===== src/rtl/frv_dmem_arbiter_if.sv =====
// Request/response bundle for one data-memory port: the requester drives the
// request fields, the responder drives stall and the one-cycle-late response.
interface frv_dmem_arbiter_if #(
    parameter int unsigned AW = 32,
    parameter int unsigned DW = 32
);
    logic              cen;
    logic              wen;
    logic [DW/8-1:0]   strb;
    logic [AW-1:0]     addr;
    logic [DW-1:0]     wdata;
    logic              stall;
    logic              error;
    logic [DW-1:0]     rdata;

    modport master (
        output cen, wen, strb, addr, wdata,
        input  stall, error, rdata
    );

    modport slave (
        input  cen, wen, strb, addr, wdata,
        output stall, error, rdata
    );
endinterface


===== src/rtl/frv_dmem_arbiter.sv =====
// Two-port arbiter in front of the single data-memory port; holds a grant across
// memory stalls and steers each response back to its issuer.
// Define FRV_DMEM_ARB_RR_EN for round-robin tie-breaking; default is port0-first.
module frv_dmem_arbiter #(
    parameter int unsigned AW = 32,
    parameter int unsigned DW = 32
) (
    input  logic                 g_clk,
    input  logic                 g_resetn,
    frv_dmem_arbiter_if.slave    p0,
    frv_dmem_arbiter_if.slave    p1,
    frv_dmem_arbiter_if.master   dmem
);

    logic lock_q, lock_d;
    logic lock_id_q, lock_id_d;
    logic rsp_vld_q, rsp_vld_d;
    logic rsp_id_q, rsp_id_d;
    logic prio_q, prio_d;

    logic            grant;
    logic            accept;
    logic            both_req;
    logic [AW-1:0]   addr_mux;
    logic [DW-1:0]   wdata_mux;

    always_ff @(posedge g_clk or negedge g_resetn) begin
        if (!g_resetn) begin
            lock_q    <= 1'b0;
            lock_id_q <= 1'b0;
            rsp_vld_q <= 1'b0;
            rsp_id_q  <= 1'b0;
            prio_q    <= 1'b0;
        end else begin
            lock_q    <= lock_d;
            lock_id_q <= lock_id_d;
            rsp_vld_q <= rsp_vld_d;
            rsp_id_q  <= rsp_id_d;
            prio_q    <= prio_d;
        end
    end

    // A locked (stalled) owner always keeps the bus, even against a favoured arrival.
    always_comb begin
        both_req = p0.cen & p1.cen;
        if (lock_q) begin
            grant = lock_id_q;
        end else if (both_req) begin
            grant = prio_q;
        end else begin
            grant = p1.cen;
        end
    end

    always_comb begin
        dmem.cen   = grant ? p1.cen  : p0.cen;
        dmem.wen   = grant ? p1.wen  : p0.wen;
        dmem.strb  = grant ? p1.strb : p0.strb;
        addr_mux   = grant ? p1.addr : p0.addr;
        wdata_mux  = grant ? p1.wdata : p0.wdata;
        dmem.addr  = addr_mux;
        dmem.wdata = wdata_mux;
        accept     = dmem.cen & ~dmem.stall;

        p0.stall   = p0.cen & (grant  ? 1'b1 : dmem.stall);
        p1.stall   = p1.cen & (!grant ? 1'b1 : dmem.stall);

        p0.rdata   = (rsp_vld_q && !rsp_id_q) ? dmem.rdata : '0;
        p0.error   = rsp_vld_q & ~rsp_id_q & dmem.error;
        p1.rdata   = (rsp_vld_q && rsp_id_q) ? dmem.rdata : '0;
        p1.error   = rsp_vld_q & rsp_id_q & dmem.error;
    end

    always_comb begin
        lock_d    = dmem.cen & dmem.stall;
        lock_id_d = (dmem.cen && dmem.stall) ? grant : lock_id_q;
        rsp_vld_d = accept;
        rsp_id_d  = accept ? grant : rsp_id_q;
`ifdef FRV_DMEM_ARB_RR_EN
        prio_d    = (accept && both_req) ? ~grant : prio_q;
`else
        prio_d    = 1'b0;
`endif
    end

endmodule


===== src/flat_wrapper.sv =====
// flat-port wrapper written by rule: the top's interface ports become plain ports
module frv_dmem_arbiter_flat 
#(
    parameter int unsigned AW = 32,
    parameter int unsigned DW = 32
)
  (g_clk, g_resetn, p0_cen, p0_wen, p0_strb, p0_addr, p0_wdata, p0_stall, p0_error, p0_rdata, p1_cen, p1_wen, p1_strb, p1_addr, p1_wdata, p1_stall, p1_error, p1_rdata, dmem_cen, dmem_wen, dmem_strb, dmem_addr, dmem_wdata, dmem_stall, dmem_error, dmem_rdata);
  frv_dmem_arbiter_if #(.AW(AW), .DW(DW)) p0_i ();
  frv_dmem_arbiter_if #(.AW(AW), .DW(DW)) p1_i ();
  frv_dmem_arbiter_if #(.AW(AW), .DW(DW)) dmem_i ();
  input  logic g_clk;
  input  logic g_resetn;
  input wire logic [$bits(p0_i.cen)-1:0] p0_cen;
  input wire logic [$bits(p0_i.wen)-1:0] p0_wen;
  input wire logic [$bits(p0_i.strb)-1:0] p0_strb;
  input wire logic [$bits(p0_i.addr)-1:0] p0_addr;
  input wire logic [$bits(p0_i.wdata)-1:0] p0_wdata;
  output wire logic [$bits(p0_i.stall)-1:0] p0_stall;
  output wire logic [$bits(p0_i.error)-1:0] p0_error;
  output wire logic [$bits(p0_i.rdata)-1:0] p0_rdata;
  input wire logic [$bits(p1_i.cen)-1:0] p1_cen;
  input wire logic [$bits(p1_i.wen)-1:0] p1_wen;
  input wire logic [$bits(p1_i.strb)-1:0] p1_strb;
  input wire logic [$bits(p1_i.addr)-1:0] p1_addr;
  input wire logic [$bits(p1_i.wdata)-1:0] p1_wdata;
  output wire logic [$bits(p1_i.stall)-1:0] p1_stall;
  output wire logic [$bits(p1_i.error)-1:0] p1_error;
  output wire logic [$bits(p1_i.rdata)-1:0] p1_rdata;
  output wire logic [$bits(dmem_i.cen)-1:0] dmem_cen;
  output wire logic [$bits(dmem_i.wen)-1:0] dmem_wen;
  output wire logic [$bits(dmem_i.strb)-1:0] dmem_strb;
  output wire logic [$bits(dmem_i.addr)-1:0] dmem_addr;
  output wire logic [$bits(dmem_i.wdata)-1:0] dmem_wdata;
  input wire logic [$bits(dmem_i.stall)-1:0] dmem_stall;
  input wire logic [$bits(dmem_i.error)-1:0] dmem_error;
  input wire logic [$bits(dmem_i.rdata)-1:0] dmem_rdata;
  assign p0_i.cen = p0_cen;
  assign p0_i.wen = p0_wen;
  assign p0_i.strb = p0_strb;
  assign p0_i.addr = p0_addr;
  assign p0_i.wdata = p0_wdata;
  assign p0_stall = p0_i.stall;
  assign p0_error = p0_i.error;
  assign p0_rdata = p0_i.rdata;
  assign p1_i.cen = p1_cen;
  assign p1_i.wen = p1_wen;
  assign p1_i.strb = p1_strb;
  assign p1_i.addr = p1_addr;
  assign p1_i.wdata = p1_wdata;
  assign p1_stall = p1_i.stall;
  assign p1_error = p1_i.error;
  assign p1_rdata = p1_i.rdata;
  assign dmem_cen = dmem_i.cen;
  assign dmem_wen = dmem_i.wen;
  assign dmem_strb = dmem_i.strb;
  assign dmem_addr = dmem_i.addr;
  assign dmem_wdata = dmem_i.wdata;
  assign dmem_i.stall = dmem_stall;
  assign dmem_i.error = dmem_error;
  assign dmem_i.rdata = dmem_rdata;
  frv_dmem_arbiter #(.AW(AW), .DW(DW)) u_core (.g_clk(g_clk), .g_resetn(g_resetn), .p0(p0_i), .p1(p1_i), .dmem(dmem_i));
endmodule

===== config.mk =====
export PLATFORM = sky130hd
export DESIGN_NAME = frv_dmem_arbiter_flat
export DESIGN_NICKNAME = d
export VERILOG_FILES = /design/src/rtl/frv_dmem_arbiter_if.sv /design/src/rtl/frv_dmem_arbiter.sv /design/src/flat_wrapper.sv
export SDC_FILE = /design/constraint.sdc
export NUM_CORES = 1
export LEC_CHECK = 0
export BUFFER_PORTS_ARGS = -buffer_cell sky130_fd_sc_hd__buf_2
export CAP_MARGIN = 20
export CORE_AREA = 2 2 121 123
export CTS_CLUSTER_SIZE = 14
export DETAILED_ROUTE_END_ITERATION = 12
export DIE_AREA = 0 0 123 125
export GPL_TIMING_DRIVEN = 0
export PLACE_DENSITY = 0.38
export SLEW_MARGIN = 40
export SYNTH_ARGS = -nofsm -noshare
export SYNTH_HDL_FRONTEND = slang
export SYNTH_SLANG_ARGS = --single-unit

===== constraint.sdc =====
create_clock -name g_clk -period 3.3 [get_ports g_clk]
set_input_delay 0 -clock g_clk [delete_from_list [all_inputs] [get_ports g_clk]]
set_output_delay 0 -clock g_clk [all_outputs]
set_load 0.05 [all_outputs]

==> summary.txt, run 1 <==
Floorplanning
  – Die Ht: 125 um
  – Die ar.: between 15000 and 20000 um^2
  – Row cnt: 44
  – Core Region: roughly 14000 um^2
  – # IOs: roughly 310
  – Initial core utilization: 0.1089
  – Die Wd: about 120 um

Hold path
  – Hold_sp: p0_cen
  – Worst-case hold path end point: u_core.lock_id_q
  – Hold Crit Class: primary input to flip-flop
  – Hold Path Cell Cnt: 2

STA
  – # setup viols final: 0
  – Post-route clock period utilization: 0.5904
  – Final-report hold violation count: 0
  – Max_slew headroom: 0.6940
  – Min Tclk post-route: approximately 1.9 ns
  – Worst hold slack: approximately 0.03 ns
  – Final slew viol count: 0
  – Worst Tran Pin Value: around 0.46 ns
  – RSZ-0062 raised after global routing: false
  – Setup_tns: 0 ns
  – Fmax achieved: 0.5132 GHz
  – Clock Skew: 0.003039 ns

Yosys
  – Seq cells post-synth: 4
  – Netlist cell types: 22
  – Cells after synthesis: around 180
  – Leading area contributor after synthesis: mux2_2
  – Synth warn: 0
  – Avg Inst Size Synth: approximately 8.8 um^2
  – Sequential fraction of the synthesis area: 0.06472
  – Synth top area share: 0.4296
  – Area contributors post-synth: mux2_2, and2_1, and3_1
  – Mapped Area: between 1500 and 2000 um^2
  – Post-Syn Nets: around 350

Route
  – DR vias: roughly 2600
  – DRT antenna net count: 0
  – Remaining DRCs: 0
  – Final WL: 8524 um
  – Vias per cell: around 3.8
  – Initial drt markers: 23
  – TritonRoute pass-1 iters: 2
  – WL per Instance: around 13 um

Clock tree
  – CTS tree: yes
  – Max Root-Sink Buffers: 2
  – Root Buffer: clkbuf_16
  – Clock Latency Late Sink: approximately 0.22 ns
  – Clock tree sinks: 4
  – Post-CTS resize count: 0
  – Htree depth: 1
  – Num CTS Buffers: 3
  – Clk slew on worst S/H paths: ~0.030 ns

Power
  – Worst vdd ir: approximately 0.14 mV
  – Cell Pwr Density: roughly 390 nW/um^2
  – LEAKAGE: ~0.0021 uW

Critical path
  – CP Launch Type: flip-flop
  – Data required, critical path: 3.30 ns
  – Critical R2R Launch: u_core.lock_id_q
  – Crit Path Class: flip-flop to primary output
  – Worst Path Arrival: 1.95 ns
  – Worst R2R Setup Slack: ~2.3 ns
  – CP endpoint kind: primary output
  – Reg-to-Reg End: u_core.rsp_vld_q
  – Worst Reg-to-Reg Cells: 3
  – Maximum fanout along the worst path: 10

Cells and area
  – Final Cell Area: 3438 um^2
  – FF/Latch Area: 100.1 um^2
  – Synth-to-layout area growth: 122.3%
  – Footprint of the multi-input gates: approximately 1300 um^2
  – NumNets Final: ~670
  – Fillers: 1597
  – Share of cells above drive strength 1: 0.8012
  – ANT cells: 0

Place
  – Placer Congestion: 0.7439
  – HPWL after DPL: 7703 um
  – I/O Buffers: about 310
  – Placement Cell Area: approximately 3300 um^2

Status
  – Outcome: complete, no violations

GRT
  – First-pass GRT wire length: 12070 um
  – Vias in the first global route: 2429
  – Overflow after GRT: 0
  – Pin count of the biggest net entering global routing: 11
  – Gr usage total: 0.09828
  – Initial antenna violation count: 1

Run
  – Max-cap violations: 0
## repair_timing
action,in CTS,in global routing
hold buffers,2,0
endpoints found under the hold margin,5,0
buffers inserted,0,0
## worst max-delay path by stage
stage / from / end / slack, ns / depth (start not counted)
final: u_core.lock_q / dmem_addr[24] / 1.35 / 6
after global placement: u_core.lock_q / dmem_addr[23] / 1.57 / 6
after global routing: u_core.lock_q / dmem_addr[27] / 1.23 / 6
after detailed placement: u_core.lock_q / dmem_addr[23] / 1.53 / 6
after CTS: u_core.lock_q / dmem_addr[23] / 1.28 / 6
after floorplan: u_core.lock_q / p0_stall / 1.67 / 2
## layout by cell type (no fill, tap or decap), drive strengths merged
master       Yosys  final
nand2            1      1
clkbuf           9     12
inv              1      1
buf              7    320
and2            35     35
a31oi            2      2
nor3             2      2
nor2b            2      2
mux2            69     69
nor2             3      3
dlygate4sd3      0      2
and3            33     33
nand2b           1      1
o21ai            1      1
a21oi            4      4
dfrtp            4      4
a21boi           1      1
## sequential cells by signal (all words and copies together), names as in the netlist
name,count
u_core.rsp_id_q,1
u_core.rsp_vld_q,1
u_core.lock_q,1
u_core.lock_id_q,1
## power by group
| part | internal (uW) | switching (uW) |
|---|---|---|
| logic | 338 | 740 |
| registers | 55.8 | 13.5 |
| clock network | 155 | 31.6 |
| total | 548 | 785 |
## stage by stage
stage / total power, uW / util / std cells / setup slack [ns]
2_1_floorplan: 876.4 / - / 175 / 1.672
3_3_place_gp: 1154 / 0.2354 / 672 / 1.572
3_5_place_dp: 1157 / 0.2354 / 672 / 1.532
4_1_cts: 1350 / 0.2421 / 677 / 1.281
5_1_grt: 1407 / 0.2421 / 677 / 1.230
6_report: 1333 / 0.2421 / 677 / 1.352
## worst max-delay path: stages, from the launching register on
cell     delay [ns]
dfrtp_1        0.42
and2_4         0.17
a21oi_4        0.24
buf_6          0.20
buf_8          0.17
mux2_4         0.30
buf_2          0.21
## synth_stat cells
cell      number
a21boi_0       1
a21oi_1        3
a21oi_4        1
a31oi_1        2
and2_1        34
and2_4         1
and3_1        33
buf_4          5
buf_6          1
buf_8          1
clkbuf_1       9
dfrtp_1        4
inv_1          1
mux2_2        59
mux2_4        10
nand2_1        1
nand2b_1       1
nor2_1         2
nor2_2         1
nor2b_1        2
nor3_1         2
o21ai_0        1
## kinds of logic (layout without fill, tap and decap cells)
family / Yosys count / after routing / share of synthesized area
buf+inv: 17 / 335 / 0.06553
compound gates: 8 / 8 / 0.03641
simple gates: 77 / 77 / 0.3066
mux: 69 / 69 / 0.5267
flops: 4 / 4 / 0.06473
## layer usage
| metal | wire, um | track usage |
|---|---|---|
| met1 | 3102 | 0.1048 |
| met2 | 4586 | 0.1995 |
| met3 | 746 | 0.01779 |
| met4 | 89 | 0.01203 |
| met5 | 0 | 0 |
## final cells by class
| cell class | count | area share |
|---|---|---|
| inverter | 1 | 0.001092 |
| multi-input combinational | 154 | 0.3912 |
| sequential | 4 | 0.02911 |
| buffer | 16 | 0.02838 |
| tap | 184 | 0.06696 |
| clock buffer | 3 | 0.02183 |
| timing repair buffer | 315 | 0.4614 |
Note: power is estimated with default switching activity, not from simulation.
==> run 2: changes to the inputs <==
Settings changed: CORE_AREA 2 2 121 123 to 2 2 122 124, DIE_AREA 0 0 123 125 to 0 0 124 126.
Clock period 3.3 ns to 1.9 ns, I/O delays scaled along.
==> run 2 against run 1 <==
Critical path depth did not move. Clock skew fell by 0.0027 ns. Largest power group unchanged. Largest cell class unchanged. Clock power grew 76%. Via count is 1.8% higher.
==> summary.txt, run 2 (same netlist as run 1, synthesis figures left out) <==
STA
  – RSZ-0062 raised after global routing: true
  – Worst Tran Pin Value: 0.3300 ns (-0.1280 ns)
  – Setup_tns: 0 ns (unchanged)
  – Worst hold slack: 0.02892 ns (-0.001012 ns)
  – Post-route clock period utilization: 0.9624
  – Fmax achieved: approximately 0.55 GHz
  – Final slew viol count: 0 (unchanged)
  – Min Tclk post-route: ~1.8 ns
  – Final-report hold violation count: 0 (unchanged)
  – # setup viols final: 0 (unchanged)
  – Max_slew headroom: 0.7800 (+0.08596)
  – Final worst setup slack: 0.07147 ns (-1.280 ns)
  – Clock Skew: 0.0003792 ns (-0.002660 ns)

Floorplanning
  – Initial core utilization: 0.1080 (-0.0008375)
  – # IOs: 314 (unchanged)
  – Core Region: 14310 um^2 (+0.78%)
  – Row cnt: 44 (unchanged)
  – Die ar.: 15620 um^2 (+1.6%)
  – Die Ht: 126 um (+0.80%)
  – Die Wd: 124 um (+0.81%)

Cells and area
  – Final Cell Area: 3687 um^2 (+7.2%)
  – Commonest non-fill, non-tap cell in the layout: buf_2
  – Fillers: 1553 (-2.8%)
  – Share of cells above drive strength 1: 0.8080 (+0.006783)
  – Post-Layout Cell Count: 685 (+1.2%)
  – Synth-to-layout area growth: 138.4%
  – NumNets Final: 678 (+1.0%)
  – Most frequent cells in the layout: buf_2, mux2_2, buf_4

Place
  – Worst slack after detailed placement: 0.1304 ns (-1.402 ns)
  – Placement Cell Area: 3343 um^2 (unchanged)
  – Placer Congestion: 0.7637 (+2.7%)
  – I/O Buffers: 313 (unchanged)
  – HPWL after DPL: 8150 um (+5.8%)
  – Placed insts: 672 (unchanged)

Clock tree
  – Num CTS Buffers: 3 (unchanged)
  – Root Buffer: clkbuf_16
  – Clock tree sinks: 4 (unchanged)
  – CTS tree: yes
  – Clock Latency Late Sink: 0.22 ns (about the same)
  – Max Root-Sink Buffers: 2 (unchanged)
  – Clk slew on worst S/H paths: 0.03 ns (about the same)
  – Htree depth: 1 (unchanged)

Route
  – DRT antenna net count: 0 (unchanged)
  – Initial drt markers: 44 (+91%)
  – TritonRoute pass-1 iters: 4 (+2)
  – Final WL: 9161 um (+7.5%)
  – Vias per cell: 3.794 (+0.57%)
  – Remaining DRCs: 0 (unchanged)
  – WL per Instance: 13.37 um (+6.2%)
  – DR vias: 2599 (+1.8%)

Power
  – LEAKAGE: 0.002222 uW (+4.7%)
  – Worst vdd ir: 0.2238 mV (+62%)
  – Cell Pwr Density: 670.4 nW/um^2 (+73%)

Critical path
  – CP endpoint kind: primary output
  – Crit-path cells: and2_4 > a21oi_4 > buf_12 > buf_6 > mux2_2 > buf_4
  – CP max stage cell: dfrtp_2
  – Worst Path Arrival: 1.83 ns (-0.12 ns)
  – CP Launch Type: flip-flop
  – Crit Path Class: flip-flop to primary output
  – Data required, critical path: 1.90 ns (-1.40 ns)
  – Max incr delay on CP: 0.43 ns (about the same)
  – Maximum fanout along the worst path: 10 (unchanged)

Hold path
  – Hold Crit Class: primary input to flip-flop

GRT
  – Overflow after GRT: 0 (unchanged)
  – Gr usage total: 0.1020 (+0.003763)
  – First-pass GRT wire length: 12500 um (+3.5%)
  – Initial antenna violation count: 1 (unchanged)
  – Pin count of the biggest net entering global routing: 11 (unchanged)
  – Vias in the first global route: 2461 (+1.3%)

Run
  – Max-cap violations: 0 (unchanged)

Status
  – Outcome: complete, no violations
[run 2: cell count changes in the layout (fill, tap and decap cells not counted), sizes merged]
| cell | delta |
|---|---|
| buf | +7 |
| diode | +1 |
[run 2: worst paths after layout]
path	slack, ns	cells past startpoint	to	from
hold reg to reg	0.60	2	u_core.lock_id_q	u_core.lock_id_q
min in group asynchronous	0.14	2	u_core.rsp_vld_q	g_resetn
setup / recovery	0.07	6	dmem_wdata[5]	u_core.lock_q
hold / removal	0.03	2	u_core.lock_id_q	p0_cen
setup reg to reg	0.88	3	u_core.rsp_vld_q	u_core.lock_id_q
max in group asynchronous	1.63	2	u_core.lock_q	g_resetn
[run 2: where the power goes]
part           switching, uW  internal (uW)  total [uW]
Clock                   58.5            269         327
Combinational           1310            716        2030
Sequential              20.8           97.3         118
[run 2: what timing repair did]
action,CTS,global route
setup endpoints to repair,62,60
hold buffers,2,0
setup buffers,1,6
hold endpoints to repair,5,0
gates resized for setup,11,103
[run 2: per-layer routing]
| metal | GRT usage | routed length (um) |
|---|---|---|
| met5 | 0 | 0 |
| met4 | 0.008592 | 16 |
| met3 | 0.02174 | 894 |
| met2 | 0.2078 | 4999 |
| met1 | 0.1082 | 3251 |
[run 2: critical path, delay by kind of cell (launching register included)]
family / cells / cell delay (ns)
buffers and inverters: 3 / 0.49
DFF: 1 / 0.43
muxes: 1 / 0.34
AOI/OAI and AO/OA: 1 / 0.18
and+or+nand+nor: 1 / 0.16
[run 2: cell type report]
type	instances	area, um^2	share of cell area
Multi-Input combinational cell	154	1348	0.3655
Sequential cell	4	101.3	0.02749
Buffer	16	123.9	0.03359
Inverter	1	3.754	0.001018
Antenna cell	1	2.502	0.0006787
Clock buffer	3	75.07	0.02036
Tap cell	184	230.2	0.06244
Timing Repair Buffer	322	1803	0.4890
[run 2: through the flow]
step / total power, uW / utilization
final: 2472 / 0.2576
after global routing: 2597 / 0.2574
after CTS: 2378 / 0.2435
after detailed placement: 2009 / 0.2336
after global placement: 2010 / 0.2336
after floorplan: 1522 / -
==> run 3: changes to the inputs <==
Settings changed: SETUP_SLACK_MARGIN from default to 0.15.
==> run 3 against run 2 <==
Register-to-register slack worse by 0.11 ns. Critical path depth up 1. First-iteration DRC count unchanged. Core utilization up 3.5 points. Die area unchanged. Sequential share of layout area down 0.36 points. Final cell count up 0.15%. Non-clock buffer count up 1. Power up 12%. Clock skew about the same.
==> summary.txt, run 3 (same netlist as run 1, synthesis figures left out) <==
Clock tree
  – Clk slew on worst S/H paths: 0.03 ns (about the same)
  – Clock Latency Late Sink: 0.22 ns (about the same)
  – Htree depth: 1 (unchanged)
  – CTS tree: yes
  – Max Root-Sink Buffers: 2 (unchanged)
  – Clock tree sinks: 4 (unchanged)
  – Root Buffer: clkbuf_16
  – Num CTS Buffers: 3 (unchanged)

Place
  – Placer Congestion: 0.7637 (unchanged)
  – I/O Buffers: 313 (unchanged)
  – HPWL after DPL: 8150 um (unchanged)

STA
  – Max_slew headroom: 0.7720 (-0.007979)
  – Final-report hold violation count: 0 (unchanged)
  – RSZ-0062 raised after global routing: true
  – Setup_tns: 0 ns (unchanged)
  – Post-route clock period utilization: 0.9470 (-0.01538)
  – Fmax achieved: 0.5558 GHz (+1.6%)
  – # setup viols final: 0 (unchanged)
  – Clock Skew: 0.00005111 ns (-0.0003281 ns)
  – Final slew viol count: 0 (unchanged)
  – Worst Tran Pin Value: 0.3420 ns (+0.01197 ns)
  – Min Tclk post-route: 1.799 ns (-0.02921 ns)

Critical path
  – Crit Path Class: flip-flop to primary output
  – Worst setup path endpoint: dmem_wdata[30]
  – Crit path top cell by count: buf_8
  – Crit-path cells: and2_4 > a21oi_4 > buf_12 > buf_6 > buf_8 > mux2_4 > buf_8
  – Reg-to-Reg End: u_core.rsp_vld_q
  – Cell family with most CP delay: buffers and inverters
  – Worst Reg-to-Reg Cells: 4 (+1)
  – CP max stage cell: dfrtp_1
  – Worst R2R Setup Slack: 0.77 ns (-0.11 ns)
  – Data required, critical path: 1.90 ns (about the same)
  – Worst Path Buf+Inv: 4 (+1)
  – Worst Path Arrival: 1.80 ns (-0.03 ns)
  – CP Launch Type: flip-flop
  – Critical Path Source: u_core.lock_id_q
  – Critical path depth: 7 (+1)
  – CP endpoint kind: primary output
  – Max incr delay on CP: 0.39 ns (-0.04 ns)
  – Critical R2R Launch: u_core.lock_id_q
  – Maximum fanout along the worst path: 6 (-4)

Floorplanning
  – Core Region: 14310 um^2 (unchanged)
  – Initial core utilization: 0.1080 (unchanged)
  – # IOs: 314 (unchanged)
  – Row cnt: 44 (unchanged)
  – Die Ht: 126 um (unchanged)
  – Die ar.: 15620 um^2 (unchanged)
  – Die Wd: 124 um (unchanged)

Cells and area
  – Final core utilization: 0.2922 (+0.03462)
  – Fillers: 1507 (-3.0%)
  – Footprint of the multi-input gates: 1420 um^2 (+5.4%)
  – Commonest non-fill, non-tap cell in the layout: buf_2
  – Most frequent cells in the layout: buf_2, buf_6, mux2_2
  – Share of cells above drive strength 1: 0.8124 (+0.004375)
  – FF/Latch Area: 100.1 um^2 (-1.2%)
  – Synth-to-layout area growth: 170.5%
  – NumNets Final: 679 (+0.15%)

Hold path
  – Hold Crit Class: primary input to flip-flop
  – Hold_sp: p0_cen

GRT
  – Met3 Use GR: 0.02400 (+0.002264)
  – Pin count of the biggest net entering global routing: 11 (unchanged)
  – GRT Max-Usage Layer: met2
  – First-pass GRT wire length: 13470 um (+7.8%)
  – Met1 Usage GRT: 0.1161 (+0.007943)
  – Initial antenna violation count: 1 (unchanged)
  – Vias in the first global route: 2658 (+8.0%)
  – Grt met2 use: 0.2243 (+0.01648)
  – Overflow after GRT: 0 (unchanged)
  – Gr usage total: 0.1102 (+0.008171)

Route
  – Remaining DRCs: 0 (unchanged)
  – Vias per cell: 3.837 (+1.1%)
  – WL per Instance: 13.88 um (+3.8%)
  – Initial drt markers: 44 (unchanged)
  – DR vias: 2632 (+1.3%)
  – TritonRoute pass-1 iters: 4 (unchanged)
  – DRT antenna net count: 0 (unchanged)
  – Final WL: 9523 um (+4.0%)

Power
  – Worst vdd ir: 0.2858 mV (+28%)
  – Cell Pwr Density: 661.4 nW/um^2 (-1.3%)
  – LEAKAGE: 0.002473 uW (+11%)

Run
  – Max-cap violations: 0 (unchanged)

Status
  – Outcome: complete, no violations
[run 3: timing repair]
action | in CTS | in global routing
endpoints found under the setup margin | 99 | 77
hold buffers | 2 | 0
pin swaps | 1 | 1
setup buffers | 6 | 1
resized for setup | 175 | 20
gates cloned | 1 | 0
hold endpoints to repair | 5 | 0
[run 3: how the worst min path moves through the flow]
stage	to	slack, ns	depth (start not counted)
2_1_floorplan	u_core.lock_id_q	-0.30	0
3_3_place_gp	u_core.rsp_vld_q	-0.19	1
3_5_place_dp	u_core.rsp_id_q	-0.19	1
4_1_cts	u_core.lock_id_q	0.02	2
5_1_grt	u_core.lock_id_q	0.05	2
6_report	u_core.lock_id_q	0.03	2
[run 3: report_power, final]
| group | total, uW | internal [uW] | switching [uW] |
|---|---|---|---|
| Combinational | 2320 | 942 | 1380 |
| Clock | 327 | 269 | 58.2 |
| Sequential | 118 | 96.9 | 21.0 |
[run 3: layout make-up]
class | count | share of cell area
Sequential cell | 4 | 0.02393
Buffer | 16 | 0.03649
Tap cell | 184 | 0.05504
Multi-Input combinational cell | 154 | 0.3395
Clock buffer | 3 | 0.01795
Inverter | 1 | 0.0008974
Antenna cell | 1 | 0.0005983
Timing Repair Buffer | 323 | 0.5256
[run 3: per-stage QoR]
stage	setup WS (ns)	instance area [um^2]	cells	power, uW	hold slack [ns]
final	0.1007	4183	686	2766	0.02979
after global routing	0.03299	4180	685	2897	0.04705
after CTS	0.05887	4104	684	2740	0.02046
after detailed placement	0.1304	3343	672	2009	-0.1866
after global placement	0.1327	3343	672	2010	-0.1914
after floorplan	0.2719	1546	175	1522	-0.2956
[run 3: routing by layer]
metal / routed length (um) / share of wire / vias up
met5: 0 / 0 / -
met4: 21 / 0.0022 / 0
met3: 848 / 0.089 / 4
met2: 5253 / 0.55 / 167
met1: 3401 / 0.36 / 1181
li1: - / - / 1280
